**src/rtl/bcd2angle_conv_if.sv**
```systemverilog
// Request/result bundle between the decimal command parser and the angle converter.
//
// Handshake: the master raises i_start with i_bcd/i_frccnt valid; the converter
// accepts it on a rising edge only while idle and not showing a result (o_busy=0,
// o_valid=0). Acceptance is visible as o_busy=1 on the next cycle. Requests while
// busy or during the o_valid cycle are dropped, never queued. The result is
// announced by a single-cycle o_valid pulse; o_angle/o_err hold until the next one.
interface bcd2angle_conv_if #(
  parameter int NDIG  = 16,
  parameter int OUT_W = 14
);
  localparam int FW = $clog2(NDIG + 1);

  logic                i_start;
  logic [4*NDIG-1:0]   i_bcd;
  logic [FW-1:0]       i_frccnt;
  logic                o_busy;
  logic                o_valid;
  logic [OUT_W-1:0]    o_angle;
  logic                o_err;
  logic [2:0]          o_dbg_state;

  modport master (
    output i_start, i_bcd, i_frccnt,
    input  o_busy, o_valid, o_angle, o_err, o_dbg_state
  );

  modport slave (
    input  i_start, i_bcd, i_frccnt,
    output o_busy, o_valid, o_angle, o_err, o_dbg_state
  );
endinterface

```
**src/rtl/bcd2angle_conv.sv**
```systemverilog
// Fixed-point BCD degrees -> binary fraction of a full turn.
// o_angle = floor((N mod D) * 2^OUT_W / D), N = decimal value of the digits,
// D = 360 * 10^frccnt. Exact: digits accumulate into binary, then a restoring
// modulo pass wraps to one turn and a restoring divide produces the fraction.
module bcd2angle_conv #(
  parameter int NDIG  = 16,
  parameter int OUT_W = 14
) (
  input  logic              i_clk,
  input  logic              i_rst,
  bcd2angle_conv_if.slave   bus
);
  localparam int FW   = $clog2(NDIG + 1);
  localparam int NW   = 4 * NDIG;
  localparam int DW   = 4 * NDIG + 10;
  localparam int MAXC = (NW > OUT_W) ? NW : OUT_W;
  localparam int CW   = $clog2(MAXC + 1);

  typedef enum logic [2:0] {
    S_IDLE = 3'd0,
    S_LOAD = 3'd1,
    S_MOD  = 3'd2,
    S_DIV  = 3'd3,
    S_DONE = 3'd4
  } state_t;

  state_t            state, state_n;
  logic [NW-1:0]     bcd_q;
  logic [FW-1:0]     frc_q;
  logic [NW-1:0]     n;
  logic [DW-1:0]     d;
  logic [DW-1:0]     r;
  logic [OUT_W-1:0]  q;
  logic [CW-1:0]     cnt;
  logic              err;
  logic              busy_q;
  logic              valid_q;
  logic [OUT_W-1:0]  angle_q;
  logic              err_q;

  logic              accept;
  logic              bad_digit;
  logic              load_last, mod_last, div_last;
  logic [3:0]        digit;
  logic [DW-1:0]     mod_sh, div_sh;

  assign bus.o_busy      = busy_q;
  assign bus.o_valid     = valid_q;
  assign bus.o_angle     = angle_q;
  assign bus.o_err       = err_q;
  assign bus.o_dbg_state = state;

  // A request that arrives while the previous result is being shown is dropped.
  assign accept    = (state == S_IDLE) && bus.i_start && !valid_q;
  assign load_last = (cnt == CW'(NDIG - 1));
  assign mod_last  = (cnt == CW'(NW - 1));
  assign div_last  = (cnt == CW'(OUT_W - 1));
  assign digit     = bcd_q[NW-1 -: 4];
  // r stays below d, so one extra bit of shift headroom always fits in DW.
  assign mod_sh    = {r[DW-2:0], n[NW-1]};
  assign div_sh    = {r[DW-2:0], 1'b0};

  // Input validation: any non-decimal nibble flags the request as bad.
  always_comb begin
    bad_digit = 1'b0;
    for (int k = 0; k < NDIG; k++) begin
      if (bus.i_bcd[4*k +: 4] > 4'd9) bad_digit = 1'b1;
    end
  end

  // State register.
  always_ff @(posedge i_clk or negedge i_rst) begin
    if (!i_rst) state <= S_IDLE;
    else        state <= state_n;
  end

  // Next-state: fixed-length phases, so latency never depends on the data.
  always_comb begin
    state_n = state;
    case (state)
      S_IDLE:  if (accept)    state_n = S_LOAD;
      S_LOAD:  if (load_last) state_n = S_MOD;
      S_MOD:   if (mod_last)  state_n = S_DIV;
      S_DIV:   if (div_last)  state_n = S_DONE;
      S_DONE:                 state_n = S_IDLE;
      default:                state_n = S_IDLE;
    endcase
  end

  // Datapath and registered outputs, advanced one step per cycle by phase.
  always_ff @(posedge i_clk or negedge i_rst) begin
    if (!i_rst) begin
      bcd_q   <= '0;
      frc_q   <= '0;
      n       <= '0;
      d       <= '0;
      r       <= '0;
      q       <= '0;
      cnt     <= '0;
      err     <= 1'b0;
      busy_q  <= 1'b0;
      valid_q <= 1'b0;
      angle_q <= '0;
      err_q   <= 1'b0;
    end else begin
      case (state)
        S_IDLE: begin
          valid_q <= 1'b0;
          busy_q  <= accept;
          if (accept) begin
            bcd_q <= bus.i_bcd;
            frc_q <= bus.i_frccnt;
            n     <= '0;
            r     <= '0;
            q     <= '0;
            cnt   <= '0;
            d     <= DW'(360);
            err   <= bad_digit || (int'(bus.i_frccnt) > NDIG);
          end
        end
        S_LOAD: begin
          // n*10 + digit without a multiplier; MSD first.
          n     <= (n << 3) + (n << 1) + NW'(digit);
          bcd_q <= bcd_q << 4;
          if (int'(cnt) < int'(frc_q)) d <= (d << 3) + (d << 1);
          cnt   <= load_last ? '0 : cnt + 1'b1;
        end
        S_MOD: begin
          // Restoring remainder of n by d: wraps the angle into one turn.
          r   <= (mod_sh >= d) ? (mod_sh - d) : mod_sh;
          n   <= n << 1;
          cnt <= mod_last ? '0 : cnt + 1'b1;
        end
        S_DIV: begin
          // Restoring fractional divide: one quotient bit per cycle, MSB first.
          r   <= (div_sh >= d) ? (div_sh - d) : div_sh;
          q   <= (q << 1) | OUT_W'(div_sh >= d);
          cnt <= div_last ? '0 : cnt + 1'b1;
        end
        S_DONE: begin
          angle_q <= err ? '0 : q;
          err_q   <= err;
          valid_q <= 1'b1;
        end
        default: ;
      endcase
    end
  end
endmodule

```
**src/flat_wrapper.sv**
```systemverilog
// flat-port wrapper written by rule: the top's interface ports become plain ports
module bcd2angle_conv_flat 
#(
  parameter int NDIG  = 16,
  parameter int OUT_W = 14
)
  (i_clk, i_rst, bus_i_start, bus_i_bcd, bus_i_frccnt, bus_o_busy, bus_o_valid, bus_o_angle, bus_o_err, bus_o_dbg_state);
  bcd2angle_conv_if #(.NDIG(NDIG), .OUT_W(OUT_W)) bus_i ();
  input  logic i_clk;
  input  logic i_rst;
  input wire logic [$bits(bus_i.i_start)-1:0] bus_i_start;
  input wire logic [$bits(bus_i.i_bcd)-1:0] bus_i_bcd;
  input wire logic [$bits(bus_i.i_frccnt)-1:0] bus_i_frccnt;
  output wire logic [$bits(bus_i.o_busy)-1:0] bus_o_busy;
  output wire logic [$bits(bus_i.o_valid)-1:0] bus_o_valid;
  output wire logic [$bits(bus_i.o_angle)-1:0] bus_o_angle;
  output wire logic [$bits(bus_i.o_err)-1:0] bus_o_err;
  output wire logic [$bits(bus_i.o_dbg_state)-1:0] bus_o_dbg_state;
  assign bus_i.i_start = bus_i_start;
  assign bus_i.i_bcd = bus_i_bcd;
  assign bus_i.i_frccnt = bus_i_frccnt;
  assign bus_o_busy = bus_i.o_busy;
  assign bus_o_valid = bus_i.o_valid;
  assign bus_o_angle = bus_i.o_angle;
  assign bus_o_err = bus_i.o_err;
  assign bus_o_dbg_state = bus_i.o_dbg_state;
  bcd2angle_conv #(.NDIG(NDIG), .OUT_W(OUT_W)) u_core (.i_clk(i_clk), .i_rst(i_rst), .bus(bus_i));
endmodule
```
**config.mk**
```make
export PLATFORM = sky130hd
export DESIGN_NAME = bcd2angle_conv_flat
export DESIGN_NICKNAME = d
export VERILOG_FILES = /design/src/rtl/bcd2angle_conv_if.sv /design/src/rtl/bcd2angle_conv.sv /design/src/flat_wrapper.sv
export SDC_FILE = /design/constraint.sdc
export NUM_CORES = 1
export LEC_CHECK = 0
export CAP_MARGIN = 20
export CORE_MARGIN = 2
export CORE_UTILIZATION = 63
export DETAILED_ROUTE_END_ITERATION = 10
export PLACE_DENSITY = 0.9
export SLEW_MARGIN = 30
export SYNTH_ARGS = -nofsm -noshare
export SYNTH_HDL_FRONTEND = slang
export SYNTH_SLANG_ARGS = --single-unit
```
**constraint.sdc**
```tcl
create_clock -name i_clk -period 5.21 [get_ports i_clk]
set_clock_uncertainty 0.1 [all_clocks]
set_input_delay 1.042 -clock i_clk [delete_from_list [all_inputs] [get_ports i_clk]]
set_output_delay 1.042 -clock i_clk [all_outputs]
set_load 0.01 [all_outputs]
```
==> metrics.md <==
| Metric | Value |
|---|---|
| Outcome | completed |
| Fin nets | 3,496 |
| Tcrit/Tclk final | 84.0% |
| Cell taking the most area after synthesis | dfrtp_1 |
| Number of enable flip-flop cells after synthesis | 0 |
| Yosys warning count | 0 |
| Routed WL | 74,100 um |
| CP arrival | 4670 ps |
| Hpwl dp | 53,500 um |
| First-pass GRT wire length | 122,000 um |
| Pre-antenna DRT Iters | 6 |
| H-tree Lvls | 2 |
| Core box area | 0.0407 mm^2 |
| N_diodes | 0 |
| Unrepaired setup endpoints after global routing | false |
| Max Slew Vio Count | 0 |
| Clock Latency Late Sink | 560 ps |
| Total negative slack | 0 ps |
| Slowest CP cell | a32oi_1 |
| Share of cells above drive strength 1 | 4.18% |
| Crit. End Element | register |
| Routed vias | 24.7k |
| Critical path buffer and inverter count | 0 |
| Final hold vios | 0 |
| CP Data Required Time | 5500 ps |
| Synth unique cells | 90 |
| Die H | 207 um |
| Total Power | 0.0205 W |
| FF-to-FF setup slack | 830 ps |
| Critical-path maximum fanout | 4 |
| Post-Syn Nets | 3,525 |
| CTS tree | done |
| Final setup vio count | 0 |
| Critical path's largest stage delay | 650 ps |
| P_leak | 13.1 nW |
| Worst slew pin tran | 959 ps |
| Die width | 207 um |
| Total die area | 0.0427 mm^2 |
| DRC violations left | 0 |
| CTS root buf | clkbuf_16 |
| FF+latch count, synth | 319 |
| Antenna Nets Post-Route | 0 |
| Initial antenna violation count | 1 |
| Crit start category | register |
| CTS Buf Count | 37 |
| PwrDens | 722 mW/mm^2 |
| Min Tclk post-route | 4380 ps |
| Avg Inst Size Synth | 8.14 um^2 |
| CTS Hold Buffers Added | 0 |
| Post_cts resized | 0 |
| Wire per inst | 20.0 um |
| Vias in the first global route | 24.2k |
| Peak VDD IR | 491 uV |
| CTS clock-pin slew for the worst setup and hold paths | 60 ps |
| Worst hold-check path type | input port to async pin |
| Clk sinks | 319 |
| Most frequent cell after synthesis | nand2_1 |
| Mapped Area | 0.0259 mm^2 |
| Post-synthesis sequential area ratio | 30.8% |
| Synth Flop Type | dfrtp_1 |
| CP top delay family | compound AO/OA/AOI/OAI gates |
| Initial Util | 63.6% |
| Post-CTS Setup Bufs | 0 |
| PortBufs | 91 |
| Clock tree buffer depth | 3 |
| Asr flop ratio synth | 100% |
| Placer Congestion | 0.958 |
| Post-Synthesis Cells | 3,183 |
| Fill cells | 3,177 |
| Pin count of the biggest net entering global routing | 113 |
| Via density | 6.64 |
| Synth top area cells | dfrtp_1 (31%), ha_1 (13%), nand2_1 (5.9%) |
| Number of max-cap violations | 0 |
| Post-synth top area share | 30.8% |
| Post-synth top cells | nand2_1 (407), dfrtp_1 (319), ha_1 (266) |
| Slew HR | 36.1% |
| Grt ovf | 0 |
| CP Cell Sequence | ha_1 > fa_1 > a21oi_1 > nor3b_1 > o311a_1 > o2111ai_1 > a21oi_1 > a32oi_1 > o21bai_1 > a31oi_1 > o21bai_1 > xnor2_1 > o22ai_1 |
| Initial drt markers | 2,260 |
| GR Util All Layers | 34.8% |
| Row cnt | 74 |
| P&R area growth vs syn | 9.34% |
| Max Fclk | 228 MHz |
| Kind of critical path | register to register |
| Io pins | 92 |
==> through the flow <==
stage          hold slack [ps]  instance area, um^2  setup slack, ps  util [%]  instances
2_1_floorplan              347                25900             1410         -       3183
3_3_place_gp               363                27000             1060      66.3       3647
3_5_place_dp               371                27000              948      66.3       3647
4_1_cts                    384                28300              916      69.5       3713
5_1_grt                    420                28300              632      69.5       3713
6_report                   371                28300              832      69.5       3713
==> logic make-up (layout without fill, tap and decap cells) <==
| family | after synthesis | count (layout) | synth area share (%) |
|---|---|---|---|
| AO/OA/AOI/OAI | 1049 | 1049 | 26.1 |
| AND/OR/NAND/NOR | 1006 | 1006 | 17.7 |
| buffers and inverters | 327 | 325 | 4.96 |
| flip-flops | 319 | 319 | 30.8 |
| adder cells (fa/ha/maj) | 270 | 270 | 13.2 |
| XOR/XNOR | 188 | 188 | 6.36 |
| multiplexers | 24 | 24 | 0.937 |
==> worst register-to-register path: cells and delay by family (launching register included) <==
family	cells	cell delay, ps
fa+ha+maj	2	690
compound gates	9	2740
simple gates	1	110
xor+xnor	1	170
flops	1	420
==> per-layer routing <==
metal	part of all wire (%)	wire length, um	GRT usage, %
met3	7.0	5180	4.63
met1	43	31600	46.5
met4	4.2	3130	15.0
met2	46	34200	56.8
met5	0	0	0
==> area by class of cell <==
class                           count  area (um^2)  area share, %
Clock buffer                       52         1050           3.72
Clock inverter                     14          255          0.901
Inverter                          145          544           1.92
Multi-Input combinational cell   2537        16700           58.9
Sequential cell                   319         7980           28.2
Tap cell                          532          666           2.35
Timing Repair Buffer              114         1130           3.98
==> registers in the layout, summed over array words and instances, names as in the netlist <==
register and count:
u_core.bus.o_valid 1, u_core.bus.o_angle 14, u_core.bus.o_err 1, u_core.cnt 7, u_core.d 71, u_core.n 64
u_core.frc_q 5, u_core.err 1, u_core.q 14, u_core.bus.o_busy 1, u_core.r 73, u_core.bus.o_dbg_state 3
u_core.bcd_q 64
==> report_power, final <==
group	switching (W)	total, W	internal, W
clock	0.00110	0.00286	0.00176
sequential	0.000898	0.00440	0.00350
combinational	0.00830	0.0132	0.00490
==> final timing paths <==
check | endpoint | from | cells after the start
setup / recovery | u_core.d[66]$_DFFE_PN0P_ | u_core.d[3]$_DFFE_PN0P_ | 13
hold / removal | u_core.d[63]$_DFFE_PN0P_ | i_rst | 1
setup reg to reg | u_core.d[66]$_DFFE_PN0P_ | u_core.d[3]$_DFFE_PN0P_ | 13
hold reg to reg | u_core.bus.o_angle[2]$_DFFE_PN0P_ | u_core.bus.o_angle[2]$_DFFE_PN0P_ | 2
max in group asynchronous | u_core.bcd_q[15]$_DFFE_PN0P_ | i_rst | 2
min in group i_clk | u_core.bus.o_angle[2]$_DFFE_PN0P_ | u_core.bus.o_angle[2]$_DFFE_PN0P_ | 2
==> placed cells by master, fill, tap and decap left out, drive strengths merged, types with 38 or more instances in the layout <==
cell             n
xnor2          113
nand2          407
a31oi           81
ha             266
nand3          194
nand4           54
o21ai          276
xor2            75
inv            147
a21oi          231
dfrtp          319
a22oi           55
nor2           179
clkbuf          52
o22ai           38
o21bai          53
a21o           125
clkdlybuf4s50   90
Power figures use the tool's default switching activity.
